### src/rtl/ex_hazard_ctrl_if.sv
// ex_hazard_ctrl_if: ID/EX hazard-control bundle; master drives pipeline fields, slave returns controls.
interface ex_hazard_ctrl_if;
    logic        MemRead_ex, RegWrite_ex, Branch_ex, branch_cond_ex;
    logic [4:0]  RD_ex, RS1_ex, RS2_ex, RS1_id, RS2_id;
    logic        uses_rs1_id, uses_rs2_id;
    logic        RegWrite_mem, RegWrite_wb;
    logic [4:0]  RD_mem, RD_wb;
    logic        pc_write, if_id_write, if_id_flush, id_ex_bubble;
    logic [1:0]  forward_a, forward_b;
    logic [31:0] stall_cnt, flush_cnt;

    modport master (
        output MemRead_ex, RegWrite_ex, Branch_ex, branch_cond_ex,
        output RD_ex, RS1_ex, RS2_ex, RS1_id, RS2_id, uses_rs1_id, uses_rs2_id,
        output RegWrite_mem, RD_mem, RegWrite_wb, RD_wb,
        input  pc_write, if_id_write, if_id_flush, id_ex_bubble,
        input  forward_a, forward_b, stall_cnt, flush_cnt
    );

    modport slave (
        input  MemRead_ex, RegWrite_ex, Branch_ex, branch_cond_ex,
        input  RD_ex, RS1_ex, RS2_ex, RS1_id, RS2_id, uses_rs1_id, uses_rs2_id,
        input  RegWrite_mem, RD_mem, RegWrite_wb, RD_wb,
        output pc_write, if_id_write, if_id_flush, id_ex_bubble,
        output forward_a, forward_b, stall_cnt, flush_cnt
    );
endinterface

### src/rtl/ex_hazard_ctrl.sv
// ex_hazard_ctrl: load-use stall, taken-branch flush and operand forwarding for the EX stage.
// Optional performance counters are built when HAZARD_PERF_EN is defined.
module ex_hazard_ctrl #(
    parameter int LOAD_STALL_CYCLES = 1,
    parameter int FLUSH_CYCLES      = 1
) (
    input logic             clk,
    input logic             reset,
    ex_hazard_ctrl_if.slave bus
);
    typedef enum logic [1:0] {S_RUN, S_STALL, S_FLUSH} state_t;

    state_t     state, state_nx;
    logic [3:0] cnt, cnt_nx;
    logic       branch_taken, load_use, stall, flush;

    assign branch_taken = bus.Branch_ex & bus.branch_cond_ex;
    assign load_use = bus.MemRead_ex & (bus.RD_ex != 5'd0) &
                      ((bus.uses_rs1_id & (bus.RD_ex == bus.RS1_id)) |
                       (bus.uses_rs2_id & (bus.RD_ex == bus.RS2_id)));

    always_ff @(posedge clk or negedge reset) begin
        if (!reset) begin
            state <= S_RUN;
            cnt   <= 4'd0;
        end else begin
            state <= state_nx;
            cnt   <= cnt_nx;
        end
    end

    // A taken branch always wins, even inside an ongoing stall or flush sequence.
    always_comb begin
        state_nx = state;
        cnt_nx   = cnt;
        stall    = 1'b0;
        flush    = 1'b0;
        if (branch_taken) begin
            flush    = 1'b1;
            state_nx = (FLUSH_CYCLES > 1) ? S_FLUSH : S_RUN;
            cnt_nx   = (FLUSH_CYCLES > 1) ? 4'(FLUSH_CYCLES - 1) : 4'd0;
        end else if (state == S_FLUSH) begin
            flush    = 1'b1;
            cnt_nx   = cnt - 4'd1;
            state_nx = (cnt == 4'd1) ? S_RUN : S_FLUSH;
        end else if (state == S_STALL) begin
            stall    = 1'b1;
            cnt_nx   = cnt - 4'd1;
            state_nx = (cnt == 4'd1) ? S_RUN : S_STALL;
        end else if (load_use) begin
            stall    = 1'b1;
            state_nx = (LOAD_STALL_CYCLES > 1) ? S_STALL : S_RUN;
            cnt_nx   = (LOAD_STALL_CYCLES > 1) ? 4'(LOAD_STALL_CYCLES - 1) : 4'd0;
        end
    end

    // Reset acts combinationally on the outputs so the pipeline freezes without waiting for clk.
    assign bus.pc_write     = reset & ~stall;
    assign bus.if_id_write  = reset & ~stall;
    assign bus.if_id_flush  = ~reset | flush;
    assign bus.id_ex_bubble = ~reset | flush | stall;

    assign bus.forward_a = !reset ? 2'b00 :
        (bus.RegWrite_mem && bus.RD_mem != 5'd0 && bus.RD_mem == bus.RS1_ex) ? 2'b10 :
        (bus.RegWrite_wb  && bus.RD_wb  != 5'd0 && bus.RD_wb  == bus.RS1_ex) ? 2'b01 : 2'b00;
    assign bus.forward_b = !reset ? 2'b00 :
        (bus.RegWrite_mem && bus.RD_mem != 5'd0 && bus.RD_mem == bus.RS2_ex) ? 2'b10 :
        (bus.RegWrite_wb  && bus.RD_wb  != 5'd0 && bus.RD_wb  == bus.RS2_ex) ? 2'b01 : 2'b00;

`ifdef HAZARD_PERF_EN
    logic [31:0] stall_q, flush_q;

    always_ff @(posedge clk or negedge reset) begin
        if (!reset) begin
            stall_q <= 32'd0;
            flush_q <= 32'd0;
        end else begin
            stall_q <= stall_q + {31'd0, stall};
            flush_q <= flush_q + {31'd0, flush};
        end
    end

    assign bus.stall_cnt = stall_q;
    assign bus.flush_cnt = flush_q;
`else
    assign bus.stall_cnt = 32'd0;
    assign bus.flush_cnt = 32'd0;
`endif
endmodule

### src/flat_wrapper.sv
// flat-port wrapper written by rule: the top's interface ports become plain ports
module ex_hazard_ctrl_flat 
#(
    parameter int LOAD_STALL_CYCLES = 1,
    parameter int FLUSH_CYCLES      = 1
)
  (clk, reset, bus_MemRead_ex, bus_RegWrite_ex, bus_Branch_ex, bus_branch_cond_ex, bus_RD_ex, bus_RS1_ex, bus_RS2_ex, bus_RS1_id, bus_RS2_id, bus_uses_rs1_id, bus_uses_rs2_id, bus_RegWrite_mem, bus_RD_mem, bus_RegWrite_wb, bus_RD_wb, bus_pc_write, bus_if_id_write, bus_if_id_flush, bus_id_ex_bubble, bus_forward_a, bus_forward_b, bus_stall_cnt, bus_flush_cnt);
  ex_hazard_ctrl_if bus_i ();
  input logic clk;
  input logic reset;
  input wire logic [$bits(bus_i.MemRead_ex)-1:0] bus_MemRead_ex;
  input wire logic [$bits(bus_i.RegWrite_ex)-1:0] bus_RegWrite_ex;
  input wire logic [$bits(bus_i.Branch_ex)-1:0] bus_Branch_ex;
  input wire logic [$bits(bus_i.branch_cond_ex)-1:0] bus_branch_cond_ex;
  input wire logic [$bits(bus_i.RD_ex)-1:0] bus_RD_ex;
  input wire logic [$bits(bus_i.RS1_ex)-1:0] bus_RS1_ex;
  input wire logic [$bits(bus_i.RS2_ex)-1:0] bus_RS2_ex;
  input wire logic [$bits(bus_i.RS1_id)-1:0] bus_RS1_id;
  input wire logic [$bits(bus_i.RS2_id)-1:0] bus_RS2_id;
  input wire logic [$bits(bus_i.uses_rs1_id)-1:0] bus_uses_rs1_id;
  input wire logic [$bits(bus_i.uses_rs2_id)-1:0] bus_uses_rs2_id;
  input wire logic [$bits(bus_i.RegWrite_mem)-1:0] bus_RegWrite_mem;
  input wire logic [$bits(bus_i.RD_mem)-1:0] bus_RD_mem;
  input wire logic [$bits(bus_i.RegWrite_wb)-1:0] bus_RegWrite_wb;
  input wire logic [$bits(bus_i.RD_wb)-1:0] bus_RD_wb;
  output wire logic [$bits(bus_i.pc_write)-1:0] bus_pc_write;
  output wire logic [$bits(bus_i.if_id_write)-1:0] bus_if_id_write;
  output wire logic [$bits(bus_i.if_id_flush)-1:0] bus_if_id_flush;
  output wire logic [$bits(bus_i.id_ex_bubble)-1:0] bus_id_ex_bubble;
  output wire logic [$bits(bus_i.forward_a)-1:0] bus_forward_a;
  output wire logic [$bits(bus_i.forward_b)-1:0] bus_forward_b;
  output wire logic [$bits(bus_i.stall_cnt)-1:0] bus_stall_cnt;
  output wire logic [$bits(bus_i.flush_cnt)-1:0] bus_flush_cnt;
  assign bus_i.MemRead_ex = bus_MemRead_ex;
  assign bus_i.RegWrite_ex = bus_RegWrite_ex;
  assign bus_i.Branch_ex = bus_Branch_ex;
  assign bus_i.branch_cond_ex = bus_branch_cond_ex;
  assign bus_i.RD_ex = bus_RD_ex;
  assign bus_i.RS1_ex = bus_RS1_ex;
  assign bus_i.RS2_ex = bus_RS2_ex;
  assign bus_i.RS1_id = bus_RS1_id;
  assign bus_i.RS2_id = bus_RS2_id;
  assign bus_i.uses_rs1_id = bus_uses_rs1_id;
  assign bus_i.uses_rs2_id = bus_uses_rs2_id;
  assign bus_i.RegWrite_mem = bus_RegWrite_mem;
  assign bus_i.RD_mem = bus_RD_mem;
  assign bus_i.RegWrite_wb = bus_RegWrite_wb;
  assign bus_i.RD_wb = bus_RD_wb;
  assign bus_pc_write = bus_i.pc_write;
  assign bus_if_id_write = bus_i.if_id_write;
  assign bus_if_id_flush = bus_i.if_id_flush;
  assign bus_id_ex_bubble = bus_i.id_ex_bubble;
  assign bus_forward_a = bus_i.forward_a;
  assign bus_forward_b = bus_i.forward_b;
  assign bus_stall_cnt = bus_i.stall_cnt;
  assign bus_flush_cnt = bus_i.flush_cnt;
  ex_hazard_ctrl #(.LOAD_STALL_CYCLES(LOAD_STALL_CYCLES), .FLUSH_CYCLES(FLUSH_CYCLES)) u_core (.clk(clk), .reset(reset), .bus(bus_i));
endmodule
### config.mk
export PLATFORM = sky130hd
export DESIGN_NAME = ex_hazard_ctrl_flat
export DESIGN_NICKNAME = d
export VERILOG_FILES = /design/src/rtl/ex_hazard_ctrl_if.sv /design/src/rtl/ex_hazard_ctrl.sv /design/src/flat_wrapper.sv
export SDC_FILE = /design/constraint.sdc
export NUM_CORES = 1
export LEC_CHECK = 0
export BUFFER_PORTS_ARGS = -buffer_cell sky130_fd_sc_hd__buf_4
export CAP_MARGIN = 10
export CORE_MARGIN = 2
export CORE_UTILIZATION = 39
export CTS_CLUSTER_SIZE = 20
export DETAILED_ROUTE_END_ITERATION = 10
export GPL_TIMING_DRIVEN = 0
export PLACE_DENSITY = 0.82
export SLEW_MARGIN = 40
export SYNTH_ARGS = -nofsm -noshare
export SYNTH_HDL_FRONTEND = slang
export SYNTH_SLANG_ARGS = --single-unit
### constraint.sdc
create_clock -name clk -period 2.05 [get_ports clk]
set_input_delay 0.41 -clock clk [delete_from_list [all_inputs] [get_ports clk]]
set_output_delay 0.41 -clock clk [all_outputs]
set_load 0.02 [all_outputs]
# ---- After elaboration in Yosys (flattened, before gate mapping)
# Index checks and enable logic that the tools add are counted.
dict set report totals {
  regBits 6
  inputBits 45
}
dict set report op_classes {
  add_sub_neg 1
  eq_ne 9
  muxes 22
  bitwise 11
  reduce_logical 10
}
# operator count
set op_table {}
lappend op_table {{5-bit == test} 6}
lappend op_table {{2-bit two-way mux} 9}
lappend op_table {{4-bit two-way mux} 4}
lappend op_table {{5-bit nonzero test} 3}
lappend op_table {{1-bit two-way mux} 9}
lappend op_table {{1-bit bitwise AND} 6}
lappend op_table {{1-bit logical AND} 6}
lappend op_table {{4-bit by 1-bit == test with 1-bit output, second input constant} 1}
lappend op_table {{4-bit nonzero test} 1}
lappend op_table {{4-bit by 1-bit subtractor with 4-bit output, second input constant} 1}
lappend op_table {{1-bit OR} 3}
lappend op_table {{2-bit by 1-bit == test with 1-bit output, second input constant} 1}
lappend op_table {{2-bit == test, second input constant} 1}
lappend op_table {{1-bit inverter} 2}

# ---- Depth between registers and ports, before layout
# Gate-level depths: netlist of run 1.
dict set report logic_depth {
  word_depth 10
  depth_mapped 6
  mapped_depth_nobuf 6
}

# ---- Worst setup path after synthesis of run 1
# No wires, ideal clock.
dict set report synth_timing {
  kind {input-to-output}
  start {input bus_RD_mem[0]}
  end {output bus_forward_a[0]}
  arrival_ns 1.879
  required_ns 1.640
  setup_slack_ns -0.239
  path_stages 4
  path_buffers 0
  path_cell_list {or4_1 o21ai_1 nor4_1 nor4_1}
}
dict set report synth_between {
  elab_chain_len 5
  word_cells_on_any_way 6
  cone_classes {eq/ne: 1; mux: 2; reduce/logical: 3}
}
# item line
set synth_rtl {}
lappend synth_rtl {{start: declaration} flat_wrapper.sv:23} ;# input wire logic [$bits(bus_i.RD_mem)-1:0] bus_RD_mem;
lappend synth_rtl {{5-bit nonzero test} ex_hazard_ctrl.sv:64} ;# (bus.RegWrite_mem && bus.RD_mem != 5'd0 && bus.RD_mem == bus.RS1_ex) ? 2'b10 :
lappend synth_rtl {{1-bit logical AND} ex_hazard_ctrl.sv:64}
lappend synth_rtl {{1-bit logical AND (*)} ex_hazard_ctrl.sv:64}
lappend synth_rtl {{2-bit two-way mux (*)} ex_hazard_ctrl.sv:64}
lappend synth_rtl {{2-bit two-way mux (*)} ex_hazard_ctrl.sv:63} ;# assign bus.forward_a = !reset ? 2'b00 :
lappend synth_rtl {{end: declaration} flat_wrapper.sv:30} ;# output wire logic [$bits(bus_i.forward_a)-1:0] bus_forward_a;
# Every way passes the cells marked *; elsewhere a longest branch is shown, timed or not.

# ---- Worst setup path after layout of run 1
dict set report layout_timing {
  start {input bus_RD_ex[4]}
  end {output bus_pc_write}
}
dict set report layout_between {
  elab_chain_len 10
  word_cells_on_any_way 14
  cone_classes {eq/ne: 2; mux: 4; bitwise: 7; reduce/logical: 1}
}
# item line
set layout_rtl {}
lappend layout_rtl {{start: declaration} flat_wrapper.sv:15} ;# input wire logic [$bits(bus_i.RD_ex)-1:0] bus_RD_ex;
lappend layout_rtl {{5-bit == test (on tied branches)} {ex_hazard_ctrl.sv:19, ex_hazard_ctrl.sv:20}}
lappend layout_rtl {{1-bit bitwise AND (on tied branches)} {ex_hazard_ctrl.sv:19, ex_hazard_ctrl.sv:20}}
lappend layout_rtl {{1-bit OR} ex_hazard_ctrl.sv:19} ;# ((bus.uses_rs1_id & (bus.RD_ex == bus.RS1_id)) |
lappend layout_rtl {{1-bit bitwise AND (*)} ex_hazard_ctrl.sv:18} ;# assign load_use = bus.MemRead_ex & (bus.RD_ex != 5'd0) &
lappend layout_rtl {{1-bit two-way mux (*)} ex_hazard_ctrl.sv:50} ;# end else if (load_use) begin
lappend layout_rtl {{1-bit two-way mux (*)} ex_hazard_ctrl.sv:46} ;# end else if (state == S_STALL) begin
lappend layout_rtl {{1-bit two-way mux (*)} ex_hazard_ctrl.sv:42} ;# end else if (state == S_FLUSH) begin
lappend layout_rtl {{1-bit two-way mux (*)} ex_hazard_ctrl.sv:38} ;# if (branch_taken) begin
lappend layout_rtl {{1-bit inverter (*)} ex_hazard_ctrl.sv:58} ;# assign bus.pc_write = reset & ~stall;
lappend layout_rtl {{1-bit bitwise AND (*)} ex_hazard_ctrl.sv:58}
lappend layout_rtl {{end: declaration} flat_wrapper.sv:26} ;# output wire logic [$bits(bus_i.pc_write)-1:0] bus_pc_write;
# Marked as above.

==> results by group, run 1 <==
Critical path
  – Critical path endpoint: bus_pc_write
  – R2R setup slack: 0.21 ns
  – Worst setup path category: in2out
  – CP Launch Type: primary input
  – Reg2reg start: u_core.state[1]
  – Data arrival, critical path: ~1.8 ns
  – Crit-path max cell delay: 0.54 ns
  – Reg2Reg Capture Point: u_core.cnt[3]
  – Worst EP required: approximately 1.6 ns
  – Reg2reg path depth: 6
  – Critical-path top delay cell: or4_4
  – CP most frequent cell: buf_6
  – Setup crit end kind: primary output
  – Max FO, Critical Path: 3
  – CP Launch Point: bus_RD_ex[4]
  – Critical-path cell list: buf_6, or4_4, o21a_4, a21oi_4, o21a_2, buf_6, buf_6

GRT
  – Total grt overflow: 0
  – First-pass GRT wire length: roughly 5600 um
  – Largest net degree at the start of global routing: 8
  – All-layer global routing usage: between 10% and 20%
  – Number of antenna violations at the first check in global routing: 0
  – Vias in the first global route: between 1k and 1.5k

Min path
  – HP Class: in2reg

Synthesis
  – Ys flop type: dfrtp_1
  – Synth area leaders: buf_4, dfrtp_1, xnor2_1, xor2_1, ha_1
  – Number of synthesized flops with an enable pin: 0
  – Seq cells post-synth: 6
  – Synthesized area: roughly 1400 sq um
  – Post-Syn Area per Cell: around 8.1 sq um
  – Synth top area share: between 30% and 40%
  – Post-synthesis cell type count: 33
  – Largest area contributor in the netlist: buf_4
  – Sequential share of the synthesized area: 10.9%
  – Async SR Flop Fraction: 100%
  – Cells after synthesis: ~170
  – Synth warn: 0

Floorplanning
  – Starting density of the core: between 40% and 50%
  – Die W: 63.4 um
  – Rows: 21
  – Core footprint: 3360 sq um
  – Die Span Y: 63.4 um
  – Ports: around 120
  – Die ar.: ~4000 sq um

STA
  – Slew HR: between 60% and 70%
  – Slew Limit Fails: 0
  – Worst-margin pin slew: between 0.5 and 0.6 ns
  – Unrepaired setup endpoints after global routing: true
  – Setup violators final: 6
  – Min cycle time layout: ~2.2 ns
  – Setup Skew: around 0.011 ns
  – Period utilization: 105%
  – Final WS setup: -0.107 ns
  – Peak Freq: roughly 460 MHz
  – Final hold vios: 0

Placement
  – Dpl ws: -0.229 ns
  – Gpl congestion: about 0.8
  – Placed cell count: around 330
  – IO buf count: 51
  – Placed cell areas: around 2100 sq um
  – DPL Wire Length: about 2800 um

Power and ir drop
  – Pwr Total: 0.000670 W
  – Leakage Power: between 1 and 1.5 nW
  – PD cells: between 200 and 300 nW/um^2
  – Max VDD drop: about 0.18 mV

Clocking
  – CTS tree: yes
  – Cts bufs inserted: 3
  – Clk buf depth: 2
  – Clk slew on worst S/H paths: 0.05 ns
  – H-tree Lvls: 1
  – Clock Latency Late Sink: 0.25 ns
  – Clock sink count: 6
  – CTS Root Cell: clkbuf_4

Routing
  – Remaining antenna violation count: 0
  – Via density: 4.05
  – # DRC: 0
  – Wirelength per Cell: around 11 um
  – Routed WL: between 3000 and 4000 um
  – DR iter-0 viols: 30
  – DR pass1 iterations: 6
  – Vias post-DR: between 1k and 1.5k

Cells and area
  – Final std cells w/o fill: 340
  – Post-route cell area: between 2000 and 2500 sq um
  – Syn-to-layout area delta: 65.4%
  – Layout cells sized above 1: between 40% and 50%
  – Final nets: 345
  – Core Util, Final: about two thirds
  – Ant diodes: 0

Run
  – Max_cap viols: 0

Run status
  – Status: finished, violations left
  – Failing checks: negative setup slack
[worst min path at each step]
stage / start / to / slack, ns / cells after the start
after CTS: bus_branch_cond_ex / u_core.state[1] / 0.56 / 4
after global routing: bus_branch_cond_ex / u_core.state[0] / 0.57 / 4
after detailed placement: reset / u_core.cnt[3] / 0.25 / 1
final: bus_branch_cond_ex / u_core.state[0] / 0.53 / 4
after floorplan: reset / u_core.cnt[0] / 0.11 / 0
after global placement: reset / u_core.cnt[2] / 0.24 / 1
[cell usage in the layout (no fill, tap or decap), types with 2 or more instances in the layout]
cell | Yosys | layout
conb_1 | 1 | 64
nand4_1 | 2 | 2
or4_4 | 1 | 5
and3_1 | 2 | 2
nor2_1 | 4 | 4
a21oi_4 | 1 | 2
clkbuf_4 | 0 | 3
mux2i_1 | 5 | 5
xor2_1 | 14 | 14
buf_6 | 0 | 13
dfrtp_1 | 6 | 6
xnor2_1 | 16 | 16
nand3_1 | 5 | 4
nor4_4 | 0 | 2
nor4_2 | 0 | 2
and2_1 | 2 | 2
nor3b_1 | 2 | 2
ha_1 | 4 | 4
nor3_1 | 2 | 2
nand2_1 | 9 | 9
inv_1 | 5 | 5
buf_4 | 65 | 107
[repair_timing]
| item | in CTS | in global routing |
|---|---|---|
| buffers inserted | 3 | 2 |
| pin swaps | 15 | 6 |
| endpoints found under the setup margin | 7 | 7 |
| gates cloned | 0 | 0 |
| hold buffers | 1 | 0 |
| gates resized for setup | 18 | 10 |
| hold endpoints to repair | 6 | 0 |
[layer usage]
layer  vias to the layer above  global-route usage [%]  wire length [um]
li1                        693                       -                 -
met3                         4                    4.82               343
met2                        73                    32.5              1970
met1                       606                    18.2              1260
met5                         -                       0                 0
met4                         0                    5.43                44
[sequential cells by signal, summed over array words and instances, names as in the netlist]
name,count
u_core.state,2
u_core.cnt,4
[kinds of logic after synthesis]
group	share of synthesized area, %
buf+inv	36.8
other cells	0.272
flops	10.9
xor+xnor	19.1
simple gates	16.3
compound gates	8.63
mux	4.45
fa+ha+maj	3.63
[synth_stat cells (2+ instances only)]
library cell  instances
a21oi_1               3
and2_1                2
and3_1                2
buf_4                65
dfrtp_1               6
ha_1                  4
inv_1                 5
mux2i_1               5
nand2_1               9
nand3_1               5
nand4_1               2
nor2_1                4
nor3_1                2
nor3b_1               2
nor4_1                5
o21ai_1               2
or4_1                 4
xnor2_1              16
xor2_1               14
[through the flow]
stage / TNS, ns / hold slack [ns]
floorplan: -0.0138 / 0.114
global placement: -0.713 / 0.245
detailed placement: -0.710 / 0.246
CTS: -0.274 / 0.558
global route: -0.549 / 0.571
finish: -0.301 / 0.526
[report_power, final]
part / leakage (nW) / switching (W) / internal [W] / total [W]
logic: 1.14 / 0.000224 / 0.000210 / 0.000434
clock network: 0.0138 / 0.0000505 / 0.0000668 / 0.000117
registers: 0.0839 / 0 / 0.000119 / 0.000119
total: 1.23 / 0.000275 / 0.000395 / 0.000670
[worst max-delay path, delay by kind of cell]
kind,cells,cell delay [ns]
simple gates,1,0.54
buf+inv,3,0.29
compound gates,3,0.50
[cell type report]
| type | instances | area [sq um] |
|---|---|---|
| well taps | 46 | 57.6 |
| repair buffers | 57 | 483 |
| flip-flops and latches | 6 | 150 |
| clock buffers | 3 | 22.5 |
| multi-input cells | 158 | 1050 |
| inverters | 5 | 18.8 |
| fillers | 277 | 1080 |
| plain buffers | 65 | 492 |
Note: power is estimated with default switching activity, not from simulation.
==> run 2: changes to the inputs <==
--- a/config.mk
+++ b/config.mk
@@ -7,12 +7,14 @@
 export LEC_CHECK = 0
 export BUFFER_PORTS_ARGS = -buffer_cell sky130_fd_sc_hd__buf_4
 export CAP_MARGIN = 10
+export CELL_PAD_IN_SITES_DETAIL_PLACEMENT = 1
+export CELL_PAD_IN_SITES_GLOBAL_PLACEMENT = 2
 export CORE_MARGIN = 2
-export CORE_UTILIZATION = 39
+export CORE_UTILIZATION = 19
 export CTS_CLUSTER_SIZE = 20
 export DETAILED_ROUTE_END_ITERATION = 10
 export GPL_TIMING_DRIVEN = 0
-export PLACE_DENSITY = 0.82
+export PLACE_DENSITY_LB_ADDON = 0.1
 export SLEW_MARGIN = 40
 export SYNTH_ARGS = -nofsm -noshare
 export SYNTH_HDL_FRONTEND = slang
==> run 2 against run 1 <==
Net effect:
- die area is 98% higher
- sequential share of layout area is 0.22 points lower
- combinational power hardly changed
- core utilization is 35 points lower
- sequential power hardly changed
- maximum frequency is 0.84% lower
- global-route usage is 8.1 points lower
- critical endpoint unchanged
- the run still ends with negative setup slack left
- clock power is 45% higher
==> results by group, run 2 (synthesis results as in run 1) <==
Run status
  – Status: finished, violations left
  – Failing checks: negative setup slack

Clocking
  – Clk buf depth: 2
  – CTS Root Cell: clkbuf_8
  – CTS tree: yes
  – Clk slew on worst S/H paths: 0.03 ns
  – Clock Latency Late Sink: between 0.2 and 0.25 ns
  – Clock sink count: 6
  – Cts bufs inserted: 3
  – H-tree Lvls: 1

Routing
  – Vias post-DR: between 1k and 1.5k
  – DR iter-0 viols: 29
  – Wirelength per Cell: ~9.6 um
  – Remaining antenna violation count: 0
  – Via density: approximately 3.4
  – # DRC: 0
  – DR pass1 iterations: 4
  – Routed WL: between 3000 and 4000 um

Cells and area
  – Final nets: around 350
  – Largest register FFs: 4
  – Core Util, Final: 33.0%
  – Largest register by flop count: u_core.cnt
  – Syn-to-layout area delta: 71.1%
  – Fillers: around 900
  – Post-route cell area: about 2400 sq um
  – Largest regs: u_core.cnt (4), u_core.state (2)
  – Commonest cells after routing, fill and taps aside: buf_4, conb_1, xnor2_1
  – Ant diodes: 0
  – Layout cells sized above 1: between 40% and 50%
  – Commonest non-fill, non-tap cell in the layout: buf_4

STA
  – Final WS setup: -0.126 ns
  – Unrepaired setup endpoints after global routing: true
  – Period utilization: 106%
  – Setup violators final: 5
  – Min cycle time layout: 2.18 ns
  – Peak Freq: 460 MHz
  – Slew HR: 66.7%
  – Slew Limit Fails: 0
  – Worst-margin pin slew: around 0.50 ns
  – Setup TNS: -0.260 ns
  – Setup Skew: roughly 0.00026 ns
  – Final hold vios: 0

Floorplanning
  – Die Span Y: 89.2 um
  – Ports: between 100 and 150
  – Rows: 31
  – Die ar.: 7950 sq um
  – Core footprint: between 7000 and 8000 sq um
  – Starting density of the core: roughly a fifth
  – Die W: a little under 90 um

GRT
  – Total grt overflow: 0
  – First-pass GRT wire length: approximately 5800 um
  – Number of antenna violations at the first check in global routing: 0
  – Largest net degree at the start of global routing: 8
  – Vias in the first global route: around 1.3k
  – All-layer global routing usage: between 9 and 10%

Power and ir drop
  – Max VDD drop: around 0.12 mV
  – Pint: 0.000456 W
  – Clock share of power: about a quarter
  – Gate power share: about 60%
  – Leakage Power: between 1 and 1.5 nW
  – PD cells: between 300 and 400 nW/um^2
  – Pwr Total: a little over 0.0007 W
  – Sw Ratio: between 30 and 40%
  – Psw: 0.000264 W
  – Register share of total power: around 17%

Critical path
  – Worst EP required: between 1.5 and 2 ns
  – Reg2Reg Capture Point: u_core.cnt[2]
  – Worst setup path category: in2out
  – R2R setup slack: about 0.31 ns
  – Setup crit end kind: primary output
  – Reg2reg path depth: 6
  – Reg2reg start: u_core.state[1]
  – CP Launch Type: primary input
  – Max FO, Critical Path: 3
  – Data arrival, critical path: between 1.5 and 2 ns

Run
  – Max_cap viols: 0

Min path
  – Hold_sp: u_core.state[1]
  – Worst Hold End: u_core.state[1]
  – HP Class: reg2reg
  – Hold path cells: 2

Placement
  – IO buf count: between 50 and 60
  – Placed cell areas: 2140 sq um
  – Gpl congestion: between 0.7 and 0.8
  – DPL Wire Length: approximately 3300 um
==> run 2: cell count changes in the layout (fill, tap and decap cells not counted), sizes merged <==
| cell | delta |
|---|---|
| buf | +2 |
==> run 2: power groups by stage <==
stage	logic (W)	registers [W]	clock network [W]
4_1_cts	0.000418	0.000119	0.000176
5_1_grt	0.000468	0.000119	0.000185
3_3_place_gp	0.000393	0.000121	0
3_5_place_dp	0.000393	0.000121	0
2_1_floorplan	0.000280	0.000121	0
6_report	0.000431	0.000119	0.000170
==> run 2: critical path, cell delays in order <==
cell	delay, ns
buf_8	0.10
or4_4	0.54
o21a_4	0.22
a21oi_2	0.15
o21a_2	0.17
buf_6	0.09
buf_6	0.10
==> run 2: layout make-up <==
cell class | instances | area (sq um) | share of cell area [%]
well taps | 99 | 124 | 5.25
multi-input cells | 158 | 1030 | 43.7
plain buffers | 65 | 492 | 20.9
clock buffers | 3 | 41.3 | 1.75
repair buffers | 59 | 502 | 21.3
flip-flops and latches | 6 | 150 | 6.37
inverters | 5 | 18.8 | 0.796
==> run 2: metrics by stage <==
stage	setup WS [ns]	cells	hold WS, ns
6_report	-0.126	395	0.557
5_1_grt	-0.182	395	0.589
4_1_cts	-0.136	390	0.563
3_5_place_dp	-0.258	384	0.260
3_3_place_gp	-0.262	384	0.257
2_1_floorplan	-0.0138	234	0.114
==> run 2: what timing repair did <==
action,CTS,global route
buffers inserted,2,5
hold endpoints to repair,6,0
hold buffers,1,0
endpoints found under the setup margin,7,7
gates resized for setup,18,6
pin swaps,13,8
==> run 2: worst max-delay path by stage <==
stage | to | slack [ns] | from
after floorplan | bus_pc_write | -0.01 | bus_RD_ex[0]
after global placement | bus_pc_write | -0.26 | bus_RD_ex[1]
after detailed placement | bus_pc_write | -0.26 | bus_RD_ex[1]
after CTS | bus_pc_write | -0.14 | bus_RD_ex[4]
after global routing | bus_pc_write | -0.18 | bus_RD_ex[0]
final | bus_pc_write | -0.13 | bus_RD_ex[0]
==> run 2: metal layers <==
layer  GRT usage (%)  part of all wire, %  vias up
li1                -                    -      697
met1            11.3                   40      556
met2            16.1                   48       69
met3            1.85                   12        2
met4            2.04                 0.69        0
met5               0                    0        -
==> run 3: changes to the inputs <==
--- a/config.mk
+++ b/config.mk
@@ -14,7 +14,8 @@
 export CTS_CLUSTER_SIZE = 20
 export DETAILED_ROUTE_END_ITERATION = 10
 export GPL_TIMING_DRIVEN = 0
-export PLACE_DENSITY_LB_ADDON = 0.1
+export HOLD_SLACK_MARGIN = 0.08
+export PLACE_DENSITY_LB_ADDON = 0.05
 export SLEW_MARGIN = 40
 export SYNTH_ARGS = -nofsm -noshare
 export SYNTH_HDL_FRONTEND = slang
==> run 3 against run 2 <==
Net effect:
- the flow still finishes with violations (negative setup slack)
- sequential share of layout area is 0.050 points lower
- clock skew is 0.00065 ns higher
- die area stayed put
- design area is 0.80% higher
- first-iteration DRC count is 24% lower
- critical path depth stayed put
- worst setup slack better by 0.0035 ns
- maximum frequency is 0.16% higher
- global-route usage hardly changed
- critical path type unchanged
- critical endpoint unchanged
==> results by group, run 3 (synthesis results as in run 1) <==
Critical path
  – Worst setup path category: in2out
  – Critical-path top delay cell: or4_4
  – Setup crit end kind: primary output
  – Top delay family on crit path: simple AND/OR/NAND/NOR gates
  – CP Launch Type: primary input
  – CP most frequent cell: buf_6
  – Worst path bufs/invs: 3
  – Worst EP required: about 1.6 ns
  – Crit-path max cell delay: 0.54 ns
  – Max FO, Critical Path: 3
  – Data arrival, critical path: approximately 1.8 ns
  – Critical-path cell list: buf_8, or4_4, o21a_4, a21oi_4, o21a_2, buf_6, buf_6

Floorplanning
  – Rows: 31
  – Die ar.: slightly below 8000 sq um
  – Core footprint: approximately 7100 sq um
  – Die W: ~89 um
  – Starting density of the core: 19.3%
  – Ports: 117
  – Die Span Y: 89.2 um

Placement
  – IO buf count: roughly 50
  – Gpl congestion: about 0.7
  – Placed cell count: roughly 380
  – DPL Wire Length: ~3300 um

Power and ir drop
  – Sw Ratio: a little under two fifths
  – Leakage Power: around 1.3 nW
  – Clock share of power: 23.7%
  – Gate power share: about three fifths
  – PD cells: slightly above 300 nW/um^2
  – Max VDD drop: approximately 0.13 mV
  – Pint: 0.000457 W
  – Register share of total power: between 15 and 20%
  – Psw: roughly 0.00027 W

STA
  – Unrepaired setup endpoints after global routing: true
  – Setup violators final: 5
  – Peak Freq: approximately 460 MHz
  – Final WS setup: -0.122 ns
  – Setup Skew: approximately 0.00091 ns
  – Period utilization: 106%
  – Final hold vios: 0
  – Slew HR: a little over three fifths
  – Slew Limit Fails: 0
  – Worst-margin pin slew: approximately 0.55 ns
  – Min cycle time layout: between 2 and 2.5 ns

Cells and area
  – FF+latch area: 150 sq um
  – Final nets: approximately 350
  – Largest register by flop count: u_core.cnt
  – Syn-to-layout area delta: 72.5%
  – Ant diodes: 0
  – Commonest cells after routing, fill and taps aside: buf_4, conb_1, xnor2_1
  – Fillers: 899
  – Largest register FFs: 4
  – Commonest non-fill, non-tap cell in the layout: buf_4
  – Layout cells sized above 1: between 40% and 50%
  – Largest regs: u_core.cnt (4), u_core.state (2)
  – Core Util, Final: ~33%
  – Multi-input gate area: 1040 sq um
  – Final std cells w/o fill: around 400

Routing
  – Met3 wire len: between 400 and 500 um
  – Routed WL: between 3000 and 4000 um
  – DR iter-0 viols: 22
  – Met2 wire len: 1870 um
  – Met1 wire length: 1470 um
  – Wirelength per Cell: around 9.6 um
  – Via density: between 3 and 4
  – DR pass1 iterations: 4
  – Vias post-DR: about 1.3k
  – Top sig layer: met4
  – Remaining antenna violation count: 0
  – # DRC: 0

Run status
  – Status: finished, violations left
  – Failing checks: negative setup slack

Clocking
  – Clk slew on worst S/H paths: around 0.030 ns
  – CTS Root Cell: clkbuf_8
  – H-tree Lvls: 1
  – Clock Latency Late Sink: 0.22 ns
  – CTS tree: yes
  – Clk buf depth: 2
  – Cts bufs inserted: 3
  – Clock sink count: 6

GRT
  – Number of antenna violations at the first check in global routing: 0
  – First-pass GRT wire length: 5790 um
  – Largest net degree at the start of global routing: 8
  – All-layer global routing usage: a little under a tenth
  – Total grt overflow: 0
  – Vias in the first global route: approximately 1.3k

Run
  – Max_cap viols: 0

Min path
  – HP Class: reg2reg
[run 3: metal layers]
layer	up-vias	global-route usage, %
li1	701	-
met2	68	16.6
met4	0	2.44
met1	540	10.8
met5	-	0
met3	2	1.94
[run 3: final timing paths]
path | endpoint | slack, ns | cells after the start | start
setup / recovery | bus_pc_write | -0.12 | 7 | bus_RD_ex[4]
max in group asynchronous | u_core.cnt[0] | 1.19 | 2 | reset
min in group asynchronous | u_core.cnt[1] | 0.64 | 2 | reset
hold / removal | u_core.cnt[1] | 0.55 | 1 | u_core.cnt[1]
setup reg to reg | u_core.cnt[3] | 0.22 | 6 | u_core.state[1]
hold reg to reg | u_core.cnt[1] | 0.55 | 1 | u_core.cnt[1]
[run 3: area by class of cell]
class                           count  share of cell area [%]
Buffer                             65                    20.7
Clock buffer                        3                    1.74
Inverter                            5                   0.790
Multi-Input combinational cell    158                    43.7
Sequential cell                     6                    6.32
Tap cell                           99                    5.21
Timing Repair Buffer               60                    21.6
[run 3: per-stage QoR]
stage	instance area, sq um	setup WS, ns	TNS, ns	total power (W)	hold WS [ns]
6_report	2380	-0.122	-0.199	0.000723	0.554
3_5_place_dp	2140	-0.281	-0.900	0.000513	0.255
4_1_cts	2270	-0.154	-0.363	0.000708	0.562
2_1_floorplan	1640	-0.0138	-0.0138	0.000401	0.114
3_3_place_gp	2140	-0.289	-0.938	0.000513	0.255
5_1_grt	2380	-0.167	-0.475	0.000775	0.583
[run 3: power groups by stage]
| stage | Combinational (W) | Clock (W) | Sequential, W |
|---|---|---|---|
| global placement | 0.000393 | 0 | 0.000121 |
| finish | 0.000433 | 0.000171 | 0.000119 |
| detailed placement | 0.000392 | 0 | 0.000121 |
| floorplan | 0.000280 | 0 | 0.000121 |
| CTS | 0.000411 | 0.000178 | 0.000119 |
| global route | 0.000470 | 0.000186 | 0.000119 |
[run 3: worst reg2reg max path: cells and delay by family (launching register included)]
family	cells	cell delay, ns
flip-flops	1	0.34
buffers and inverters	1	0.06
AND/OR/NAND/NOR	1	0.09
AO/OA/AOI/OAI	3	0.99
adder cells (fa/ha/maj)	1	0.23
[run 3: repair_timing]
action                                  4_1_cts  5_1_grt
pin swaps                                    11        5
endpoints found under the hold margin         6        0
buffers inserted                              1        7
hold buffers                                  1        0
resized for setup                            15       11
endpoints found under the setup margin        7        7
